==> config.mk <==
export PLATFORM = sky130hd
export DESIGN_NAME = mode_switch_sequencer
export DESIGN_NICKNAME = d
export VERILOG_FILES = /design/src/rtl/mode_switch_sequencer_pkg.sv /design/src/rtl/mode_switch_sequencer_stability.sv /design/src/rtl/mode_switch_sequencer.sv
export SDC_FILE = /design/constraint.sdc
export NUM_CORES = 1
export LEC_CHECK = 0
export CORE_MARGIN = 1.5
export CORE_UTILIZATION = 46
export CTS_CLUSTER_DIAMETER = 30
export DETAILED_ROUTE_END_ITERATION = 6
export PLACE_DENSITY = 0.67
export SYNTH_ARGS = -nofsm -noshare
export SYNTH_HDL_FRONTEND = slang
export SYNTH_HIERARCHICAL = 1
export SYNTH_SLANG_ARGS = --single-unit
==> constraint.sdc <==
create_clock -name clock -period 3.01 [get_ports clock]
set_input_delay 0.602 -clock clock [delete_from_list [all_inputs] [get_ports clock]]
set_output_delay 0.602 -clock clock [all_outputs]
set_load 0.02 [all_outputs]
==> src/rtl/mode_switch_sequencer_pkg.sv <==
// Shared mode codes, sequencer state encoding and counter sizing helper
// for the video mode-switch sequencer.
package mode_switch_sequencer_pkg;

  localparam logic [7:0] MODE_480I  = 8'h01;
  localparam logic [7:0] MODE_720P  = 8'h02;
  localparam logic [7:0] MODE_1080P = 8'h03;

  typedef enum logic [2:0] {
    MSS_IDLE      = 3'd0,
    MSS_SETTLE    = 3'd1,
    MSS_BLANK     = 3'd2,
    MSS_RECONF    = 3'd3,
    MSS_WAIT_ACK  = 3'd4,
    MSS_WAIT_LOCK = 3'd5,
    MSS_FAULT     = 3'd6
  } mss_state_e;

  // Width able to hold 0..n; never below one bit.
  function automatic int cnt_width(input int n);
    return (n < 1) ? 1 : $clog2(n + 1);
  endfunction

endpackage

==> src/rtl/mode_switch_sequencer_stability.sv <==
// config_stability_counter: tracks the requested mode while settling and
// reports when it has been unchanged for SETTLE_CYCLES consecutive cycles.
module config_stability_counter
  import mode_switch_sequencer_pkg::*;
#(
  parameter int SETTLE_CYCLES = 1024
) (
  input  logic       clock,
  input  logic       reset_n,
  input  logic       enable,
  input  logic [7:0] config_data,
  input  logic       config_changed,
  output logic       stable,
  output logic [7:0] target
);

  localparam int CW = cnt_width(SETTLE_CYCLES);
  localparam logic [CW-1:0] CNT_LAST = CW'(SETTLE_CYCLES - 1);
  localparam logic [CW-1:0] CNT_MAX  = CW'(SETTLE_CYCLES);

  logic [CW-1:0] cnt_q, cnt_d;
  logic [7:0]    target_q, target_d;
  logic          change;

  always_comb begin
    change   = config_changed || (config_data != target_q);
    target_d = target_q;
    cnt_d    = '0;
    if (enable) begin
      target_d = config_data;
      if (change) begin
        cnt_d = '0;
      end else if (cnt_q != CNT_MAX) begin
        cnt_d = cnt_q + 1'b1;
      end else begin
        cnt_d = cnt_q;
      end
    end
  end

  always_ff @(posedge clock) begin
    if (!reset_n) begin
      cnt_q    <= '0;
      target_q <= MODE_480I;
    end else begin
      cnt_q    <= cnt_d;
      target_q <= target_d;
    end
  end

  assign stable = enable && !change && (cnt_q == CNT_LAST);
  assign target = target_q;

endmodule

==> src/rtl/mode_switch_sequencer.sv <==
// Video mode-change sequencer: debounce, blank, PLL reconfig, wait for lock, unblank.
// Optional lock timeout with retries and FAULT state: define MODE_SWITCH_TIMEOUT_EN.
module mode_switch_sequencer
  import mode_switch_sequencer_pkg::*;
#(
  parameter int SETTLE_CYCLES = 1024,
  parameter int BLANK_CYCLES  = 16
`ifdef MODE_SWITCH_TIMEOUT_EN
  ,
  parameter int LOCK_TIMEOUT  = 1048576,
  parameter int MAX_RETRIES   = 3
`endif
) (
  input  logic       clock,
  input  logic       reset_n,
  input  logic [7:0] config_data,
  input  logic       config_changed,
  input  logic       pll_reconfig_busy,
  input  logic       pll_locked,
  output logic       pll_reconfig_start,
  output logic [7:0] pll_reconfig_mode,
  output logic [7:0] active_mode,
  output logic       video_enable,
  output logic       busy,
  output logic       error,
  output logic [2:0] dbg_state
);

  localparam int BW = cnt_width(BLANK_CYCLES);
  localparam logic [BW-1:0] BLANK_LAST = BW'(BLANK_CYCLES - 1);

  mss_state_e state_q, state_d;
  logic [7:0] active_q, active_d;
  logic [7:0] reconf_mode_q, reconf_mode_d;
  logic       video_q, video_d;
  logic       start_q, start_d;
  logic       configured_q, configured_d;
  logic       pending_q, pending_d;
  logic [BW-1:0] blank_cnt_q, blank_cnt_d;
  logic       stable;
  logic [7:0] target;
  logic       change;
  logic       lock_ok;

`ifdef MODE_SWITCH_TIMEOUT_EN
  localparam int TW = cnt_width(LOCK_TIMEOUT);
  localparam int RW = cnt_width(MAX_RETRIES);
  localparam logic [TW-1:0] TIMER_LAST = TW'(LOCK_TIMEOUT - 1);
  localparam logic [RW-1:0] RETRY_MAX  = RW'(MAX_RETRIES);
  logic [TW-1:0] timer_q, timer_d;
  logic [RW-1:0] retry_q, retry_d;
  logic          error_q, error_d;
`endif

  config_stability_counter #(
    .SETTLE_CYCLES(SETTLE_CYCLES)
  ) u_stability (
    .clock         (clock),
    .reset_n       (reset_n),
    .enable        (state_q == MSS_SETTLE),
    .config_data   (config_data),
    .config_changed(config_changed),
    .stable        (stable),
    .target        (target)
  );

  assign change  = config_changed || (config_data != target);
  assign lock_ok = !pll_reconfig_busy && pll_locked;

  always_comb begin
    state_d       = state_q;
    active_d      = active_q;
    reconf_mode_d = reconf_mode_q;
    video_d       = video_q;
    configured_d  = configured_q;
    pending_d     = pending_q;
    blank_cnt_d   = '0;
`ifdef MODE_SWITCH_TIMEOUT_EN
    timer_d       = '0;
    retry_d       = retry_q;
    error_d       = error_q;
`endif
    case (state_q)
      MSS_IDLE: begin
        if (config_changed || (config_data != active_q)) state_d = MSS_SETTLE;
      end
      MSS_SETTLE: begin
        if (stable) begin
          state_d = (configured_q && (target == active_q)) ? MSS_IDLE : MSS_BLANK;
        end
      end
      MSS_BLANK: begin
        if (change) begin
          state_d = MSS_SETTLE;
        end else if (blank_cnt_q == BLANK_LAST) begin
          state_d = MSS_RECONF;
        end else begin
          blank_cnt_d = blank_cnt_q + 1'b1;
        end
      end
      MSS_RECONF: begin
        state_d = MSS_WAIT_ACK;
      end
      MSS_WAIT_ACK: begin
        if (change) pending_d = 1'b1;
        if (pll_reconfig_busy) state_d = MSS_WAIT_LOCK;
      end
      MSS_WAIT_LOCK: begin
        if (change) pending_d = 1'b1;
        if (lock_ok) begin
          active_d     = target;
          configured_d = 1'b1;
`ifdef MODE_SWITCH_TIMEOUT_EN
          retry_d      = '0;
`endif
          // A change seen in the lock cycle itself still takes the pending path.
          if (pending_q || change) begin
            state_d   = MSS_SETTLE;
            pending_d = 1'b0;
            video_d   = 1'b0;
          end else begin
            state_d = MSS_IDLE;
          end
        end
      end
      MSS_FAULT: begin
        if (config_changed) begin
          state_d = MSS_SETTLE;
`ifdef MODE_SWITCH_TIMEOUT_EN
          error_d = 1'b0;
          retry_d = '0;
`endif
        end
      end
      default: state_d = MSS_SETTLE;
    endcase

`ifdef MODE_SWITCH_TIMEOUT_EN
    // Timer spans both wait states; a lock in the final cycle beats the timeout.
    if ((state_q == MSS_WAIT_ACK) || (state_q == MSS_WAIT_LOCK)) begin
      if ((state_d == MSS_IDLE) || (state_d == MSS_SETTLE)) begin
        timer_d = '0;
      end else if (timer_q == TIMER_LAST) begin
        timer_d = '0;
        if (retry_q == RETRY_MAX) begin
          state_d = MSS_FAULT;
          error_d = 1'b1;
        end else begin
          retry_d = retry_q + 1'b1;
          state_d = MSS_RECONF;
        end
      end else begin
        timer_d = timer_q + 1'b1;
      end
    end
`endif

    if (state_d == MSS_RECONF) reconf_mode_d = target;
    if ((state_d == MSS_BLANK) || (state_d == MSS_FAULT)) video_d = 1'b0;
    if (state_d == MSS_IDLE) video_d = 1'b1;
    start_d = (state_d == MSS_RECONF);
  end

  always_ff @(posedge clock) begin
    if (!reset_n) begin
      state_q       <= MSS_SETTLE;
      active_q      <= MODE_480I;
      reconf_mode_q <= MODE_480I;
      video_q       <= 1'b0;
      start_q       <= 1'b0;
      configured_q  <= 1'b0;
      pending_q     <= 1'b0;
      blank_cnt_q   <= '0;
`ifdef MODE_SWITCH_TIMEOUT_EN
      timer_q       <= '0;
      retry_q       <= '0;
      error_q       <= 1'b0;
`endif
    end else begin
      state_q       <= state_d;
      active_q      <= active_d;
      reconf_mode_q <= reconf_mode_d;
      video_q       <= video_d;
      start_q       <= start_d;
      configured_q  <= configured_d;
      pending_q     <= pending_d;
      blank_cnt_q   <= blank_cnt_d;
`ifdef MODE_SWITCH_TIMEOUT_EN
      timer_q       <= timer_d;
      retry_q       <= retry_d;
      error_q       <= error_d;
`endif
    end
  end

  assign pll_reconfig_start = start_q;
  assign pll_reconfig_mode  = reconf_mode_q;
  assign active_mode        = active_q;
  assign video_enable       = video_q;
  assign busy               = (state_q != MSS_IDLE) && (state_q != MSS_FAULT);
  assign dbg_state          = state_q;
`ifdef MODE_SWITCH_TIMEOUT_EN
  assign error              = error_q;
`else
  assign error              = 1'b0;
`endif

endmodule

; Word-level counts from Yosys, hierarchy flattened
; Index checks and enable logic that the tools add are counted.
; Widths: inputs -> output; s select.
[op_classes]
n_addsub = 2
n_eq_ne = 16
n_mux = 19
bitwise = 3
n_reduce_logical = 22
[op_table]
columns = operator, count
row1 = $mux 3, 7
row2 = $pmux 3 s7, 1
row3 = $ne 8x8->1, 2
row4 = $eq 3x2->1 const B, 4
row5 = $eq 3x3->1 const B, 4
row6 = $reduce_bool 3->1, 4
row7 = $add 11x1->11 const B, 1
row8 = $eq 11x10->1 const B, 1
row9 = $ne 11x11->1 const B, 1
row10 = $mux 1, 9
row11 = $eq 8x8->1, 1
row12 = $logic_not 3->1, 2
row13 = $add 5x1->5 const B, 1
row14 = $eq 5x4->1 const B, 1
row15 = $logic_and 1x1->1, 5
row16 = $logic_or 1x1->1, 4
row17 = $reduce_or 4->1, 1
row18 = $eq 3x1->1 const B, 1
row19 = $ne 3x3->1 const B, 1
row20 = $not 1->1, 3
row21 = $reduce_and 3->1, 1
row22 = $reduce_or 3->1, 1
row23 = $logic_not 1->1, 2
row24 = $mux 2, 1
row25 = 3 further kinds, 3
[word_totals]
ff_bits = 47
input_bits = 13
output_inout_bits = 23
word_cells = 72

; Logic depth before layout (Yosys ltp)
; Gate-level depths: netlist (run 1).
[logic_depth]
depth_word = 11
ltp_mapped = 12
mapped_depth_nobuf = 10

; Modules after synthesis
; The synthesis (run 1) kept the hierarchy.
[modules_own_cells]
columns = mod, instances, cells_per_inst, area_per_inst_um2
row1 = mode_switch_sequencer, 1, 168, 1505.2
row2 = config_stability_counter, 1, 96, 895.9

; Least setup slack after synthesis (run 1)
; No wires, ideal clock.
[synth_timing]
kind = reg-to-reg
from = register state_q[0] (netlist: dbg_state[0])
to = register video_q (netlist: video_enable)
setup_ns = 0.086
t_arrival_ns = 2.453
required_time_ns = 2.924
slack_ns = 0.471
path_stages_with_launch = 12
n_path_buf = 2
path_cell_list = dfxtp_1 buf_6 nor3b_1 buf_4 nand3b_1 nor4_1 a211oi_2 o31ai_1 and4b_4 o211a_1 a22oi_1 a211oi_1
[synth_between]
elab_chain_len = 9
elab_cells_between_ends = 27
[synth_lines]
columns = element, line
row1 = start: declaration, mode_switch_sequencer.sv:32  ; mss_state_e state_q, state_d;
row2 = start signal: assignment, mode_switch_sequencer.sv:180  ; state_q <= state_d;
row3 = $eq 3x1->1 (*), mode_switch_sequencer.sv:60  ; .enable (state_q == MSS_SETTLE),
row4 = $logic_and 1x1->1 (*) (2 in a row), mode_switch_sequencer_stability.sv:51  ; assign stable = enable && !change && (cnt_q == CNT_LAST);
row5 = net stable, mode_switch_sequencer.sv:40  ; logic stable;
row6 = $mux 3 (*), mode_switch_sequencer.sv:88  ; if (stable) begin
row7 = $pmux 3 s7 (*), mode_switch_sequencer.sv:83  ; case (state_q)
row8 = $eq 3x2->1 or $eq 3x3->1 (tied branches), mode_switch_sequencer.sv:159  ; if ((state_d == MSS_BLANK) || (state_d == MSS_FAULT)) video_d = 1'b0;
row9 = $logic_or 1x1->1, mode_switch_sequencer.sv:159
row10 = $reduce_bool 3->1 (no source line) or $mux 1 (tied branches), n/a
row11 = $reduce_and 3->1 (no source line) or $mux 1 (tied branches), n/a
row12 = end signal: assignment, mode_switch_sequencer.sv:183  ; video_q <= video_d;
row13 = end: declaration, mode_switch_sequencer.sv:35  ; logic video_q, video_d;
; Mark *: on every way through the listed nets, which the timed path passes. The rest lies on a longest branch.
; A chain may end at the register's enable or synchronous reset.

; Worst setup path in the final report (run 1)
[layout_timing]
from = register u_stability.cnt_q[0]
to = register video_q (netlist: video_enable)
[layout_between]
elab_chain_len = 8
elab_cells_between_ends = 14
[layout_lines]
columns = element, line
row1 = start: declaration, mode_switch_sequencer_stability.sv:21  ; logic [CW-1:0] cnt_q, cnt_d;
row2 = start signal: assignment, mode_switch_sequencer_stability.sv:46  ; cnt_q <= cnt_d;
row3 = $eq 11x10->1 (*), mode_switch_sequencer_stability.sv:51
row4 = $logic_and 1x1->1 (*), mode_switch_sequencer_stability.sv:51
row5 = net stable, mode_switch_sequencer.sv:40
row6 = $mux 3 (*), mode_switch_sequencer.sv:88
row7 = $pmux 3 s7 (*), mode_switch_sequencer.sv:83
row8 = $eq 3x2->1 or $eq 3x3->1 (tied branches), mode_switch_sequencer.sv:159
row9 = $logic_or 1x1->1, mode_switch_sequencer.sv:159
row10 = $reduce_bool 3->1 (no source line) or $mux 1 (tied branches), n/a
row11 = $reduce_and 3->1 (no source line) or $mux 1 (tied branches), n/a
; Marked as above.

==> impl_metrics.csv, run 1 <==
group,metric,value,unit
synthesis,yosysTopAreaCell,"dfxtp_1",
route,firstDrtPassIters,4,
placed_design,dp_hpwl,3622,µm
power_and_ir_drop,ir_worst_vdd,252.6,µV
clock_tree,clk_pin_slew_worst_paths,90,ps
global_routing,antenna_found_initial,0,
worst_setup_path,crit_slowest_cell,"or4_1",
timing,relSlewSlack,0.6553,
global_routing,grt_pass1_wl,8342,µm
timing,rsz0062_at_grt,"false",
floorplan,initial_core_util,0.4731,
global_routing,gr-total-overflow,0,
synthesis,ys_types,49,
hold_path,whs_endpoint,"blank_cnt_q[0]",
floorplan,die_x,75.25,µm
global_routing,top_usage_layer,"met2",
timing,skew,13.60,ps
synthesis,ys.flop_type,"dfxtp_1",
worst_setup_path,timing.rr.end,"video_enable",
global_routing,use_met1,0.2626,
worst_setup_path,crit_path_end_kind,"flop",
synthesis,synth_area_leaders,"dfxtp_1 (39%), xnor2_1 (10%), mux2i_1 (7.5%)",
clock_tree,cts_buffers,5,
clock_tree,ctsHtreeMaxLevel,2,
worst_setup_path,critical_path.cell_chain,"ha_1 > nand2_1 > or4_1 > nor4_1 > a211oi_2 > o31ai_1 > and4b_4 > o211a_1 > a22oi_1 > a211oi_1",
hold_path,holdCritStartpoint,"blank_cnt_q[0]",
final_layout,drive_gt1_frac,0.1046,
global_routing,grt_pass1_vias,1787,
route,num_vias,1889,
timing,fin_crit,2774,ps
final_layout,fin_nets,322,
worst_setup_path,cp_max_fo,4,
floorplan,die_h,75.25,µm
timing,finalHoldViolCount,0,
worst_setup_path,r2r_setup_slack,240,ps
synthesis,syn_area_per_cell,9.095,µm²
timing,final.setup.tns,0,ps
synthesis,netlist_area,2401,µm²
synthesis,synth_nets,281,
route,wire_per_inst,12.93,µm
placed_design,place.gp.congestion,0.8718,
worst_setup_path,worst_r2r_path_depth,10,
global_routing,met2_usage,0.3068,
timing,slew_viol_final,0,
worst_setup_path,crit_required,3230,ps
global_routing,grt.total_usage,0.1941,
final_layout,fillers,461,
route,finalWirelength,4862,µm
hold_path,hold_path.class,"reg -> reg",
final_layout,syn_to_final_growth,24.28,%
synthesis,synth_warnings,6,
clock_tree,insertion_delay,300,ps
clock_tree,post_cts_resized,0,
placed_design,port_buffers,34,
timing,worst_slew_pin_slew,510.5,ps
clock_tree,post-cts-setup-buffers,0,
clock_tree,clk_path_buf_depth,2,
synthesis,yosysSeqAreaShare,0.3919,
route,drtIter0Drc,64,
power_and_ir_drop,p_leak,0.001074,µW
timing,finalSetupViolCount,0,
timing,hold_slack,451.3,ps
synthesis,synthArstFlopShare,0,
synthesis,synth_commonest_cells,"dfxtp_1 (47), nor2_1 (37), xnor2_1 (28)",
floorplan,rows,26,
floorplan,core_area,5075,µm²
flow_run,drv_cap,0,
clock_tree,tritoncts,"done",
clock_tree,clock-sinks,47,
hold_path,hold_path_depth,1,
final_layout,n_antenna_cell,0,
synthesis,syn-instance-count,264,
status,status,"finished clean",
worst_setup_path,arrival,2990,ps
clock_tree,ctsHoldBuffers,0,
synthesis,yosysTopAreaCellShare,0.3919,
clock_tree,root_buffer,"clkbuf_8",
worst_setup_path,slowest_delay,560,ps
worst_setup_path,startpoint_type,"flop",
global_routing,grt_start_max_net_pins,19,
synthesis,ys_ff_latch,47,
power_and_ir_drop,power_density,429.3,nW/µm²
worst_setup_path,critPathKind,"reg -> reg",
timing,fin_crit_sh,0.9216,
worst_setup_path,r2r_start,"u_stability/cnt_q[0]",
floorplan,dieArea,5662,µm²
route,vias_per_cell,5.024,
route,route.detailed.drc,0,
global_routing,gr-usage-met3,0.04418,
timing,fmaxAchievable,0.3605,GHz
route,postRouteAntennaNets,0,
floorplan,ios,36,
synthesis,yosysMostFrequentCell,"dfxtp_1",
synthesis,synth_edf_count,0,
[how the worst max path moves through the flow]
stage	startpoint	end	slack (ps)	cells after the start
floorplan	dbg_state[0]	video_enable	470	11
global placement	config_data[7]	pll_reconfig_start	90	10
detailed placement	config_data[7]	pll_reconfig_start	2	10
CTS	u_stability/cnt_q[0]	video_enable	230	10
global route	u_stability/cnt_q[0]	video_enable	80	10
finish	u_stability/cnt_q[0]	video_enable	240	10
[flip-flops by register name (all words and copies together), names as in the netlist]
| signal | cells |
|---|---|
| dbg_state | 3 |
| video_enable | 1 |
| u_stability/cnt_q | 11 |
| pll_reconfig_start | 1 |
| configured_q | 1 |
| u_stability/target | 8 |
| active_mode | 8 |
| blank_cnt_q | 5 |
| pll_reconfig_mode | 8 |
| pending_q | 1 |
[area by class of cell]
| class | count | area, µm² | share of cell area |
|---|---|---|---|
| well taps | 70 | 87.58 | 0.02935 |
| repair buffers | 45 | 435.4 | 0.1459 |
| clock buffers | 5 | 68.82 | 0.02306 |
| clock inverters | 3 | 67.56 | 0.02264 |
| multi-input cells | 198 | 1354 | 0.4537 |
| inverters | 8 | 30.03 | 0.01006 |
| flip-flops and latches | 47 | 940.9 | 0.3153 |
[logic make-up after synthesis]
| group | after synthesis | share of synthesized area |
|---|---|---|
| compound gates | 27 | 0.08390 |
| xor+xnor | 42 | 0.1532 |
| fa+ha+maj | 4 | 0.02085 |
| buf+inv | 19 | 0.04429 |
| flops | 47 | 0.3919 |
| mux | 18 | 0.07504 |
| other cells | 1 | 0.001562 |
| simple gates | 106 | 0.2293 |
[metal layers]
metal  wire length (µm)  up-vias
met2               2274       35
met3                163        8
met5                  0        -
met4                 78        0
li1                   -      977
met1               2346      869
[placed cells by master, fill, tap and decap left out, types with 2 or more instances in the layout]
master / Yosys / routed
nand4_1: 4 / 4
a22oi_1: 2 / 2
nand3_1: 16 / 16
o21ai_2: 3 / 3
clkdlybuf4s50_1: 0 / 34
a21oi_1: 3 / 3
ha_1: 4 / 4
xnor2_1: 28 / 28
buf_4: 2 / 10
xor2_1: 14 / 14
o21ai_0: 7 / 7
nand2_1: 20 / 20
inv_1: 8 / 8
nor4_1: 2 / 2
dfxtp_1: 47 / 47
nor3_1: 6 / 6
o31ai_1: 3 / 3
nand3b_1: 2 / 2
mux2i_1: 18 / 18
nor2_1: 37 / 37
clkbuf_8: 0 / 5
and3_1: 2 / 2
and2_1: 2 / 2
bufinv_16: 0 / 2
[critical path, delay by kind of cell, from the launching register on]
family / cells / cell delay (ps)
AND/OR/NAND/NOR: 4 / 1350
flip-flops: 1 / 400
AO/OA/AOI/OAI: 5 / 710
adder cells (fa/ha/maj): 1 / 230
[metrics by stage]
step | area, µm² | instances | setup slack (ps) | power [µW] | utilization
CTS | 2984 | 376 | 233.7 | 1294 | 0.5880
global route | 2984 | 376 | 83.27 | 1331 | 0.5880
detailed placement | 2848 | 368 | 1.823 | 745.4 | 0.5611
global placement | 2848 | 368 | 91.47 | 744.9 | 0.5611
finish | 2984 | 376 | 236.0 | 1281 | 0.5880
floorplan | 2401 | 264 | 471.0 | 702.8 | -
[power breakdown]
part / leakage [µW] / internal [µW] / switching (µW)
combinational: 0.000629 / 46.4 / 44.5
clock: 0.0000644 / 331 / 219
sequential: 0.000381 / 627 / 12.5
Power figures use the tool's default switching activity.
==> inputs of run 2 (changes only) <==
- CAP_MARGIN: unset -> 40
- clock period: 3.01 -> 2.7 ns (I/O delays scaled with it)
==> impl_metrics.csv, run 2 (synthesized netlist as in run 1, its figures left out) <==
group,metric,value,unit
global_routing,grt.total_usage,0.1979,
worst_setup_path,critPathKind,"reg -> reg",
worst_setup_path,crit_slowest_cell,"or4_4",
placed_design,place.gp.congestion,0.9070,
floorplan,initial_core_util,0.4731,
route,num_vias,1971,
final_layout,syn_to_final_growth,28.24,%
route,firstDrtPassIters,4,
final_layout,mostFrequentLayoutCell,"dfxtp_1",
floorplan,dieArea,5662,µm²
placed_design,dpl_cell_area,2983,µm²
worst_setup_path,startpoint_type,"flop",
worst_setup_path,path_buf_inv,1,
floorplan,ios,36,
timing,rsz0062_at_grt,"false",
power_and_ir_drop,finalPower,1242,µW
global_routing,gr-total-overflow,0,
final_layout,fin_nets,340,
flow_run,drv_cap,0,
timing,finalHoldViolCount,0,
final_layout,n_antenna_cell,0,
timing,worst_slew_pin_slew,494.9,ps
floorplan,die_x,75.25,µm
global_routing,grt_start_max_net_pins,22,
final_layout,layout_common_cells,"dfxtp_1 (46), nor2_1 (37), clkdlybuf4s50_1 (34)",
hold_path,hold_path.class,"reg -> reg",
final_layout,final_area,3079,µm²
clock_tree,tritoncts,"done",
route,wire_per_inst,12.90,µm
clock_tree,clk_pin_slew_worst_paths,90,ps
route,vias_per_cell,5.015,
worst_setup_path,crit_required,2900,ps
worst_setup_path,slowest_delay,560,ps
clock_tree,ctsHtreeMaxLevel,2,
global_routing,grt_pass1_wl,8445,µm
final_layout,regMostFlops,"u_stability/cnt_q",
route,dr_wl_met3,219,µm
clock_tree,clock-sinks,47,
route,wl_met2,2335,µm
floorplan,core_area,5075,µm²
clock_tree,insertion_delay,300,ps
final_layout,drive_gt1_frac,0.1641,
floorplan,rows,26,
final_layout,finish.utilization,0.6068,
timing,fmaxAchievable,0.3947,GHz
clock_tree,clk_path_buf_depth,2,
clock_tree,post-cts-setup-buffers,0,
worst_setup_path,critical_path.cell_chain,"ha_2 > nand2_1 > or4_4 > nor4_2 > buf_4 > a211oi_2 > o31ai_1 > and4b_4 > o211a_1 > a22oi_1 > a211oi_1",
route,finalWirelength,5068,µm
timing,fin_crit_sh,0.9384,
route,drtIter0Drc,81,
timing,slew_viol_final,0,
route,maxUsedRoutingLayer,"met4",
route,postRouteAntennaNets,0,
clock_tree,root_buffer,"clkbuf_8",
placed_design,dp_hpwl,3867,µm
status,status,"finished clean",
clock_tree,ctsHoldBuffers,0,
worst_setup_path,cp_max_fo,4,
global_routing,antenna_found_initial,0,
route,drt-met1-wl,2403,µm
worst_setup_path,critPathTopFamily,"simple AND/OR/NAND/NOR gates",
timing,fin_crit,2534,ps
final_layout,largest_reg_flops,11,
power_and_ir_drop,ir_worst_vdd,222.0,µV
timing,skew,12.31,ps
route,route.detailed.drc,0,
floorplan,die_h,75.25,µm
placed_design,port_buffers,34,
worst_setup_path,crit_path_end_kind,"flop",
power_and_ir_drop,p_leak,0.001142,µW
timing,relSlewSlack,0.6672,
worst_setup_path,arrival,2740,ps
power_and_ir_drop,power_density,403.2,nW/µm²
timing,finalSetupViolCount,0,
global_routing,grt_pass1_vias,1778,
clock_tree,cts_buffers,5,
==> run 2: cell count changes in the layout (fill, tap and decap cells not counted) <==
cell,change
buf_4,+18
bufinv_16,-2
clkinv_2,+1
clkinv_4,+1
clkinvlp_4,-1
dfxtp_1,-1
dfxtp_2,+1
ha_1,-1
ha_2,+1
nor4_1,-1
nor4_2,+1
or4_1,-1
or4_4,+1
==> run 2: per-layer routing <==
layer	vias to the layer above	track usage
met5	-	0
met2	41	0.3088
li1	1017	-
met4	0	0.06746
met3	10	0.05087
met1	903	0.2671
==> run 2: final timing paths <==
kind,cells after the start,from,slack (ps),to
worst max-delay path,11,u_stability/cnt_q[1],170,video_enable
worst min-delay path,1,blank_cnt_q[0],460,blank_cnt_q[0]
worst max register to register,11,u_stability/cnt_q[1],170,video_enable
worst min register to register,1,blank_cnt_q[0],460,blank_cnt_q[0]
==> run 2: report_power, final <==
| part | switching, µW | internal, µW |
|---|---|---|
| Clock | 234 | 177 |
| Sequential | 10.4 | 699 |
| Combinational | 57.6 | 63.4 |
| Total | 302 | 940 |
==> run 2: area by class of cell <==
type / instances / area, µm²
clock buffer: 5 / 68.82
clock inverter: 2 / 13.76
fill: 460 / 1996
inverter: 8 / 30.03
multi-input combinational: 198 / 1366
sequential: 47 / 942.2
tap: 70 / 87.58
timing repair buffer: 63 / 570.5
==> run 2: repair_timing <==
action,in CTS,in global routing
endpoints found under the setup margin,1,10
pin swaps,0,2
resized for setup,1,3
==> run 2: worst reg2reg max path: stages (launching register included) <==
cell and delay, ps:
dfxtp_2 360, ha_2 200, nand2_1 110, or4_4 560
nor4_2 140, buf_4 150, a211oi_2 70, o31ai_1 80
and4b_4 300, o211a_1 170, a22oi_1 80, a211oi_1 210
==> run 2: per-stage QoR <==
step | cells | setup WS, ps | setup TNS [ps] | hold slack, ps
5_1_grt | 393 | 3.528 | 0 | 472.8
4_1_cts | 393 | 37.72 | 0 | 459.5
3_3_place_gp | 386 | -95.71 | -410.4 | 433.0
3_5_place_dp | 386 | -83.03 | -531.4 | 439.9
2_1_floorplan | 264 | 161.0 | 0 | 417.9
6_report | 393 | 166.2 | 0 | 456.3
